File: config.mk
export PLATFORM = sky130hd
export DESIGN_NAME = pc_gen_flat
export DESIGN_NICKNAME = d
export VERILOG_FILES = /design/src/rtl/pc_gen_pkg.sv /design/src/rtl/pc_gen_if.sv /design/src/rtl/pc_gen.sv /design/src/flat_wrapper.sv
export SDC_FILE = /design/constraint.sdc
export NUM_CORES = 1
export LEC_CHECK = 0
export BUFFER_PORTS_ARGS = -buffer_cell sky130_fd_sc_hd__buf_2
export CAP_MARGIN = 10
export CORE_AREA = 2 2 85 87
export DETAILED_ROUTE_END_ITERATION = 10
export DIE_AREA = 0 0 87 89
export SKIP_LAST_GASP = 1
export SLEW_MARGIN = 30
export SYNTH_ARGS = -nofsm -noshare
export SYNTH_HDL_FRONTEND = slang
export SYNTH_SLANG_ARGS = --single-unit
File: constraint.sdc
create_clock -name clk -period 2.58 [get_ports clk]
set_input_delay 0.387 -clock clk [delete_from_list [all_inputs] [get_ports clk]]
set_output_delay 0.387 -clock clk [all_outputs]
set_load 0.05 [all_outputs]
File: src/rtl/pc_gen_pkg.sv
// Shared fetch-stage definitions: state encodings, default vectors and the
// step-alignment helper used by the program-counter generator.
package pc_gen_pkg;

  typedef enum logic [1:0] {
    S_RST  = 2'd0,
    S_BOOT = 2'd1,
    S_RUN  = 2'd2,
    S_HALT = 2'd3
  } state_t;

  localparam logic [31:0] DEF_RESET_VEC = 32'h0000_0000;
  localparam logic [31:0] DEF_EXC_VEC   = 32'h0000_0020;
  localparam int          DEF_STEP      = 4;

  // log2 of a power-of-two step; gives the number of low target bits cleared
  function automatic int step_lsb(input int step);
    int n;
    n = 0;
    for (int i = 0; i < 31; i++) begin
      if ((1 << i) == step) n = i;
    end
    return n;
  endfunction

endpackage

File: src/rtl/pc_gen_if.sv
// Fetch-stage bus between the program-counter generator and the pipeline.
// master: the PC generator side; slave: the pipeline/control side.
interface pc_gen_if #(
  parameter int ADDR_W = 32
);
  logic              stall;
  logic              br_taken;
  logic [ADDR_W-1:0] br_target;
  logic              exc_req;
  logic              halt_req;
  logic [ADDR_W-1:0] pc;
  logic              ce;
  logic              redirect;

  modport master (
    input  stall, br_taken, br_target, exc_req, halt_req,
    output pc, ce, redirect
  );

  modport slave (
    output stall, br_taken, br_target, exc_req, halt_req,
    input  pc, ce, redirect
  );
endinterface

File: src/rtl/pc_gen.sv
// Program-counter generator for instruction fetch. Next-pc mux and the
// sequencing FSM form a single register stage; every output is registered.
//
// state  | meaning
// S_RST  | in or just out of reset, ce low, requests ignored
// S_BOOT | one cycle presenting RESET_VEC with ce high
// S_RUN  | fetching: exception > branch > stall > sequential
// S_HALT | ce low, pc held; only an exception moves pc
module pc_gen
  import pc_gen_pkg::*;
#(
  parameter int                ADDR_W    = 32,
  parameter int                STEP      = DEF_STEP,
  parameter logic [ADDR_W-1:0] RESET_VEC = ADDR_W'(DEF_RESET_VEC),
  parameter logic [ADDR_W-1:0] EXC_VEC   = ADDR_W'(DEF_EXC_VEC)
) (
  input logic      clk,
  input logic      rst,
  pc_gen_if.master bus
);

  localparam int                STEP_LSB   = step_lsb(STEP);
  localparam logic [ADDR_W-1:0] ALIGN_MASK = {ADDR_W{1'b1}} << STEP_LSB;
  localparam logic [ADDR_W-1:0] STEP_INC   = ADDR_W'(STEP);

  state_t            state;
  logic [ADDR_W-1:0] pc_q;
  logic              ce_q;
  logic              redir_q;
  logic [ADDR_W-1:0] run_pc;
  logic              run_redir;

  // Priority-ordered next pc while running; redirects win over stall
  always_comb begin
    run_pc    = pc_q + STEP_INC;
    run_redir = 1'b0;
    if (bus.exc_req) begin
      run_pc    = EXC_VEC;
      run_redir = 1'b1;
    end else if (bus.br_taken) begin
      run_pc    = bus.br_target & ALIGN_MASK;
      run_redir = 1'b1;
    end else if (bus.stall) begin
      run_pc = pc_q;
    end
  end

  // Sequencing FSM with registered pc/ce/redirect
  always_ff @(posedge clk or negedge rst) begin
    if (!rst) begin
      state   <= S_RST;
      pc_q    <= RESET_VEC;
      ce_q    <= 1'b0;
      redir_q <= 1'b0;
    end else begin
      case (state)
        S_RST: begin
          state   <= S_BOOT;
          ce_q    <= 1'b1;
          redir_q <= 1'b0;
        end
        S_BOOT: begin
          if (bus.halt_req) begin
            state   <= S_HALT;
            ce_q    <= 1'b0;
            redir_q <= 1'b0;
          end else begin
            state   <= S_RUN;
            pc_q    <= run_pc;
            redir_q <= run_redir;
          end
        end
        S_RUN: begin
          // the halting edge still takes its update so a redirect survives
          pc_q    <= run_pc;
          redir_q <= run_redir;
          if (bus.halt_req) begin
            state <= S_HALT;
            ce_q  <= 1'b0;
          end
        end
        S_HALT: begin
          if (bus.exc_req) begin
            pc_q    <= EXC_VEC;
            redir_q <= 1'b1;
          end else begin
            redir_q <= 1'b0;
          end
          // wake re-issues the held address as the first fetch
          if (!bus.halt_req) begin
            state <= S_RUN;
            ce_q  <= 1'b1;
          end
        end
        default: begin
          state   <= S_RST;
          ce_q    <= 1'b0;
          redir_q <= 1'b0;
        end
      endcase
    end
  end

  assign bus.pc       = pc_q;
  assign bus.ce       = ce_q;
  assign bus.redirect = redir_q;

endmodule

File: src/flat_wrapper.sv
// flat-port wrapper written by rule: the top's interface ports become plain ports
module pc_gen_flat import pc_gen_pkg::*;
#(
  parameter int                ADDR_W    = 32,
  parameter int                STEP      = DEF_STEP,
  parameter logic [ADDR_W-1:0] RESET_VEC = ADDR_W'(DEF_RESET_VEC),
  parameter logic [ADDR_W-1:0] EXC_VEC   = ADDR_W'(DEF_EXC_VEC)
)
  (clk, rst, bus_stall, bus_br_taken, bus_br_target, bus_exc_req, bus_halt_req, bus_pc, bus_ce, bus_redirect);
  pc_gen_if #(.ADDR_W(ADDR_W)) bus_i ();
  input logic clk;
  input logic rst;
  input wire logic [$bits(bus_i.stall)-1:0] bus_stall;
  input wire logic [$bits(bus_i.br_taken)-1:0] bus_br_taken;
  input wire logic [$bits(bus_i.br_target)-1:0] bus_br_target;
  input wire logic [$bits(bus_i.exc_req)-1:0] bus_exc_req;
  input wire logic [$bits(bus_i.halt_req)-1:0] bus_halt_req;
  output wire logic [$bits(bus_i.pc)-1:0] bus_pc;
  output wire logic [$bits(bus_i.ce)-1:0] bus_ce;
  output wire logic [$bits(bus_i.redirect)-1:0] bus_redirect;
  assign bus_i.stall = bus_stall;
  assign bus_i.br_taken = bus_br_taken;
  assign bus_i.br_target = bus_br_target;
  assign bus_i.exc_req = bus_exc_req;
  assign bus_i.halt_req = bus_halt_req;
  assign bus_pc = bus_i.pc;
  assign bus_ce = bus_i.ce;
  assign bus_redirect = bus_i.redirect;
  pc_gen #(.ADDR_W(ADDR_W), .STEP(STEP), .RESET_VEC(RESET_VEC), .EXC_VEC(EXC_VEC)) u_core (.clk(clk), .rst(rst), .bus(bus_i));
endmodule
==> flow_metrics.env, run 1 <==
export IMPL_dpl_hpwl_um=4913
export IMPL_routed_wl_um=6944
export IMPL_post_cts_buffers=0
export IMPL_r2r_end="u_core.bus.pc[31]"
export IMPL_fin_crit_sh_pct=88.55
export IMPL_grt_overflow=0
export IMPL_fin_skew_ns=0.007479
export IMPL_start_kind="flop"
export IMPL_path_clk_slew_ns=0.07
export IMPL_powerDensity_nw_per_um2=702.0
export IMPL_max_slew_worst_pin_slew_ns=0.8300
export IMPL_grt_pass1_vias=2270
export IMPL_clock_path_buffers=2
export IMPL_peakVddDrop_mv=0.3066
export IMPL_power_leakage_nw=1.321
export IMPL_fillers=694
export IMPL_rrSetupSlack_ns=0.30
export IMPL_crit_fanout=13
export IMPL_path_cells="inv_1, ha_1, a21o_1, or3_1, nand2_1, a41o_1, o311ai_1"
export IMPL_cp_slowest_cell="or3_1"
export IMPL_firstDrtPassIters=4
export IMPL_htreeDepth=2
export IMPL_clock_sinks=34
export IMPL_avgViaCountPerCell=5.657
export IMPL_grt_usage_pct=18.98
export IMPL_syn_area_um2=2441
export IMPL_worstPathArrival_ns=2.44
export IMPL_fp_dieW_um=87
export IMPL_drive_gt1_share_pct=26.76
export IMPL_synth_seq_cells=34
export IMPL_maxSlewHeadroom_pct=44.66
export IMPL_area_delta_synth_final_pct=19.22
export IMPL_antenna_cells=0
export IMPL_fmax_mhz=437.7
export IMPL_port_buffers=67
export IMPL_setup_viol=0
export IMPL_reg2regPathDepth=7
export IMPL_antenna_found_initial=0
export IMPL_crit_required_ns=2.74
export IMPL_cts_made_buffers=5
export IMPL_ios=72
export IMPL_seq_area_frac_synth_pct=34.85
export IMPL_core_region_area_um2=6719
export IMPL_drc=0
export IMPL_finalPower_mw=2.043
export IMPL_start_util_pct=36.33
export IMPL_drv_cap=0
export IMPL_fp_dieH_um=89
export IMPL_die_area_um2=7743
export IMPL_drv_slew=0
export IMPL_cts_resized_gates=0
export IMPL_synthCells=280
export IMPL_hold_violations=0
export IMPL_ys_types=53
export IMPL_setup_tns_final_ns=0
export IMPL_cts_tree="built"
export IMPL_avgSynthCellArea_um2=8.718
export IMPL_outcome="completed"
export IMPL_cts_root_buffer="clkbuf_8"
export IMPL_ctsHoldBuffers=0
export IMPL_ys_warn_count=0
export IMPL_critPathKind="flop to flop"
export IMPL_rsz0062_at_grt="false"
export IMPL_r2r_start="u_core.state[0]"
export IMPL_utilization_pct=43.31
export IMPL_hp_class="primary input to async pin"
export IMPL_wl_per_cell_um=16.53
export IMPL_grt_max_degree=45
export IMPL_clk_latency_ns=0.29
export IMPL_end_kind="flop"
export IMPL_gp_congestion=0.7954
export IMPL_dr_total_vias=2376
export IMPL_num_rows=30
export IMPL_final_net_count=384
export IMPL_min_period_ns=2.285
export IMPL_slowest_delay_ns=0.54
export IMPL_drt_first_iter_violations=107
export IMPL_ant_nets=0
export IMPL_grt_first_pass_wirelength_um=11380
[sequential cells by signal, summed over array words and instances (netlist names)]
name,cells
u_core.bus.pc,30
u_core.bus.redirect,1
u_core.state,2
u_core.bus.ce,1
[synth_stat cells, drive strengths merged]
cell	count	area share, %
nor3b	7	2.2
a32oi	7	2.5
a21boi	1	0.31
a21o	2	0.61
o31a	2	0.72
nand3b	1	0.31
inv	6	0.92
o31ai	2	0.61
a31oi	2	0.51
a221o	6	2.5
nor2b	3	0.87
o311ai	1	0.36
clkbuf	8	1.2
o22ai	2	0.51
nand2b	4	1.0
mux2i	6	2.5
a211oi	2	0.61
o21ai	21	4.3
nand3	23	4.7
nor4	8	3.2
nor2	8	1.2
a41o	1	0.41
xor2	11	3.9
ha	5	2.6
buf	12	2.8
conb	1	0.15
a21oi	13	2.8
and2	1	0.26
and4	3	1.3
dfrtp	34	35
nor4b	1	0.36
xnor2	11	3.9
o22a	1	0.36
and3	10	2.6
or3	1	0.26
nor3	8	1.8
o211ai	2	0.61
nand4	9	3.2
nand2	30	4.7
a22o	4	1.4
[report_power, final]
| group | switching, mW | internal (mW) |
|---|---|---|
| sequential | 0.135 | 0.623 |
| clock | 0.198 | 0.206 |
| combinational | 0.621 | 0.261 |
| total | 0.953 | 1.09 |
[worst max-delay path, delay by kind of cell (launching register included)]
| kind | cells | cell delay [ns] |
|---|---|---|
| adders and majority gates | 1 | 0.25 |
| DFF | 1 | 0.39 |
| and+or+nand+nor | 2 | 0.77 |
| buffers and inverters | 1 | 0.09 |
| AOI/OAI and AO/OA | 3 | 0.64 |
[cell type report]
class	count	area [um2]	area share [%]
tap	80	100.1	3.439
clock buffer	6	82.58	2.837
inverter	6	22.52	0.7739
timing repair buffer	73	380.4	13.07
sequential	34	850.8	29.23
multi-input combinational	221	1474	50.64
[worst max-delay path by stage]
| stage | start | cells past startpoint | slack, ns | to |
|---|---|---|---|---|
| 2_1_floorplan | u_core.bus.pc[2] | 6 | 0.24 | u_core.bus.pc[22] |
| 3_3_place_gp | u_core.bus.pc[2] | 6 | 0.36 | u_core.bus.pc[22] |
| 3_5_place_dp | u_core.state[0] | 7 | 0.31 | u_core.bus.pc[31] |
| 4_1_cts | u_core.state[0] | 7 | 0.32 | u_core.bus.pc[31] |
| 5_1_grt | u_core.state[0] | 7 | 0.16 | u_core.bus.pc[31] |
| 6_report | u_core.state[0] | 7 | 0.30 | u_core.bus.pc[31] |
[through the flow]
step	worst slack, ns	std cells	area, um2	hold WS, ns
3_3_place_gp	0.3639	414	2828	0.5188
2_1_floorplan	0.2387	281	2445	0.09141
3_5_place_dp	0.3133	414	2828	0.5109
5_1_grt	0.1571	420	2910	0.2471
6_report	0.2953	420	2910	0.1933
4_1_cts	0.3168	420	2910	0.2158
[metal layers]
layer,up-vias,routed length (um),GRT usage [%],part of all wire (%)
met5,-,0,0,0
met4,0,70,5.540,1.0
met3,7,393,3.416,5.7
met2,71,3277,31.51,47
met1,1135,3203,25.37,46
li1,1163,-,-,-
[logic make-up after synthesis]
logic type | count (synthesis) | synth area share (%)
DFF | 34 | 34.85
buffers and inverters | 26 | 4.921
and+or+nand+nor | 117 | 27.99
xor gates and xnor gates | 22 | 7.893
other | 1 | 0.1536
muxes | 6 | 2.460
AOI/OAI and AO/OA | 69 | 19.17
adders and majority gates | 5 | 2.563
[cells in the final DEF (no fill, tap or decap), types with 4 or more instances in the layout]
cell | Yosys | layout
a21oi_1 | 12 | 12
a221o_1 | 6 | 6
a22o_1 | 4 | 4
a32oi_1 | 7 | 7
and3_1 | 9 | 9
buf_2 | 6 | 67
buf_4 | 4 | 6
clkbuf_8 | 0 | 6
dfrtp_1 | 34 | 34
ha_1 | 5 | 5
inv_1 | 6 | 6
mux2i_1 | 6 | 6
nand2_1 | 29 | 29
nand2b_1 | 4 | 4
nand3_1 | 23 | 23
nand4_1 | 7 | 7
nor2_1 | 8 | 8
nor3_1 | 7 | 7
nor3b_1 | 7 | 7
nor4_1 | 5 | 5
o21ai_0 | 19 | 19
xnor2_1 | 11 | 11
xor2_1 | 11 | 11
No activity file was read; power rests on OpenSTA's default activity.
==> run 2: changes to the inputs <==
==> constraint.sdc (replaced) <==
create_clock -name clk -period 2.58 [get_ports clk]
set_input_delay 0.258 -clock clk [delete_from_list [all_inputs] [get_ports clk]]
set_output_delay 0.258 -clock clk [all_outputs]
set_load 0.05 [all_outputs]
==> run 2 against run 1 <==
Effect of this change: non-clock buffer count unchanged; largest power group unchanged; critical path depth is the same; clock power grew 4%; wire length shrank 0.92%; sequential cell count is the same; global-route usage is essentially flat; clock-buffer cell count increased by 1; clock skew decreased by 0.0023 ns; worst hold slack worse by 0.13 ns.
==> flow_metrics.env, run 2 (synthesized netlist as in run 1, its figures left out) <==
export IMPL_outcome="completed"
export IMPL_drv_cap=0
export IMPL_ctsHoldBuffers=0
export IMPL_clock_sinks=34
export IMPL_setup_viol=0
export IMPL_drt_first_iter_violations=129
export IMPL_layout_commonest_cell="buf_2"
export IMPL_clk_latency_ns=0.29
export IMPL_avgViaCountPerCell=5.581
export IMPL_worstPathArrival_ns=2.41
export IMPL_peakVddDrop_mv=0.2631
export IMPL_critPathKind="flop to flop"
export IMPL_power_leakage_nw=1.326
export IMPL_multi_input_area_um2=1474
export IMPL_ant_nets=0
export IMPL_swShare_pct=46.52
export IMPL_cts_made_buffers=5
export IMPL_num_rows=30
export IMPL_rsz0062_at_grt="false"
export IMPL_path_clk_slew_ns=0.07
export IMPL_die_area_um2=7743
export IMPL_ios=72
export IMPL_path_cells="inv_1, ha_1, a21o_1, or3_1, nand2_1, a41o_1, o311ai_1"
export IMPL_grt_overflow=0
export IMPL_routed_wl_um=6880
export IMPL_htreeDepth=2
export IMPL_grt_first_pass_wirelength_um=11470
export IMPL_finalPower_mw=2.055
export IMPL_clock_path_buffers=2
export IMPL_antenna_found_initial=0
export IMPL_fin_skew_ns=0.005184
export IMPL_cp_slowest_cell="or3_1"
export IMPL_fin_crit_sh_pct=87.24
export IMPL_largest_register_ffs=30
export IMPL_drive_gt1_share_pct=26.90
export IMPL_crit_fanout=13
export IMPL_hold_violations=0
export IMPL_combPwrFrac_pct=42.8
export IMPL_dpl_hpwl_um=4876
export IMPL_powerDensity_nw_per_um2=704.1
export IMPL_pwr_share_clk_pct=20.4
export IMPL_fp_dieW_um=87
export IMPL_final_net_count=384
export IMPL_antenna_cells=0
export IMPL_fillers=681
export IMPL_drc=0
export IMPL_seq_power_share_pct=36.8
export IMPL_layout_common_cells="buf_2, dfrtp_1, nand2_1"
export IMPL_grt_max_degree=45
export IMPL_max_slew_worst_pin_slew_ns=0.8288
export IMPL_cts_tree="built"
export IMPL_gp_congestion=0.8069
export IMPL_crit_required_ns=2.74
export IMPL_post_cts_buffers=0
export IMPL_dr_total_vias=2355
export IMPL_end_kind="flop"
export IMPL_seq_area_um2=850.8
export IMPL_drv_slew=0
export IMPL_cts_root_buffer="clkbuf_8"
export IMPL_slowest_delay_ns=0.54
export IMPL_fp_dieH_um=89
export IMPL_grt_usage_pct=18.95
export IMPL_core_region_area_um2=6719
export IMPL_grt_pass1_vias=2284
export IMPL_fmax_mhz=444.3
export IMPL_cts_resized_gates=0
export IMPL_port_buffers=67
export IMPL_netSwitchingPower_mw=0.9561
export IMPL_area_delta_synth_final_pct=19.58
export IMPL_start_kind="flop"
export IMPL_power_internal_mw=1.099
export IMPL_hp_class="primary input to async pin"
export IMPL_min_period_ns=2.251
export IMPL_setup_tns_final_ns=0
export IMPL_wl_per_cell_um=16.30
export IMPL_firstDrtPassIters=4
export IMPL_maxSlewHeadroom_pct=44.75
export IMPL_start_util_pct=36.33
## run 2: changes by cell type in the layout (fill, tap and decap cells not counted)
cell      previous run  this run
clkbuf_1             0         1
clkinv_2             0         1
## run 2: final timing paths
path	depth (start not counted)	slack, ns	start	to
min	1	0.06	rst	u_core.bus.ce
max in group asynchronous	1	2.00	rst	u_core.bus.pc[5]
min in group clk	3	0.22	bus_br_target[21]	u_core.bus.pc[21]
max reg2reg	7	0.33	u_core.state[0]	u_core.bus.pc[31]
min reg2reg	1	0.55	u_core.bus.pc[31]	u_core.bus.pc[31]
max	7	0.33	u_core.state[0]	u_core.bus.pc[31]
## run 2: critical path: cells and delay by family, from the launching register on
family / cells / cell delay, ns
AOI/OAI and AO/OA: 3 / 0.62
and+or+nand+nor: 2 / 0.76
adders and majority gates: 1 / 0.25
DFF: 1 / 0.39
buffers and inverters: 1 / 0.09
## run 2: cell type report
class / count / share of cell area, %
tap: 80 / 3.429
sequential: 34 / 29.15
inverter: 6 / 0.7715
clock buffer: 7 / 2.958
clock inverter: 1 / 0.1715
multi-input combinational: 221 / 50.49
timing repair buffer: 73 / 13.03
## run 2: metal layers
metal	wire length, um	vias to the layer above	global-route usage [%]	part of all wire [%]
met5	0	-	0	0
met4	107	0	5.540	1.6
met3	394	13	4.524	5.7
met2	3094	75	29.91	45
met1	3282	1107	25.92	48
li1	-	1160	-	-
## run 2: power by group through the flow
stage                     combinational, mW  clock, mW  sequential (mW)
final                                 0.879      0.420            0.757
after global routing                  0.951      0.459            0.777
after floorplan                       0.369          0             1.02
after CTS                             0.884      0.433            0.756
after global placement                0.871          0            0.763
after detailed placement              0.881          0            0.767
## run 2: through the flow
step           setup WS, ns  instances  instance area, um2  utilization [%]  hold slack (ns)
2_1_floorplan        0.2387        281                2445                -         -0.03759
3_3_place_gp         0.3676        414                2828            42.09           0.3964
3_5_place_dp         0.3479        414                2828            42.09           0.3999
4_1_cts              0.3350        422                2919            43.45          0.08244
5_1_grt              0.1954        422                2919            43.45           0.1263
6_report             0.3291        422                2919            43.45          0.06302
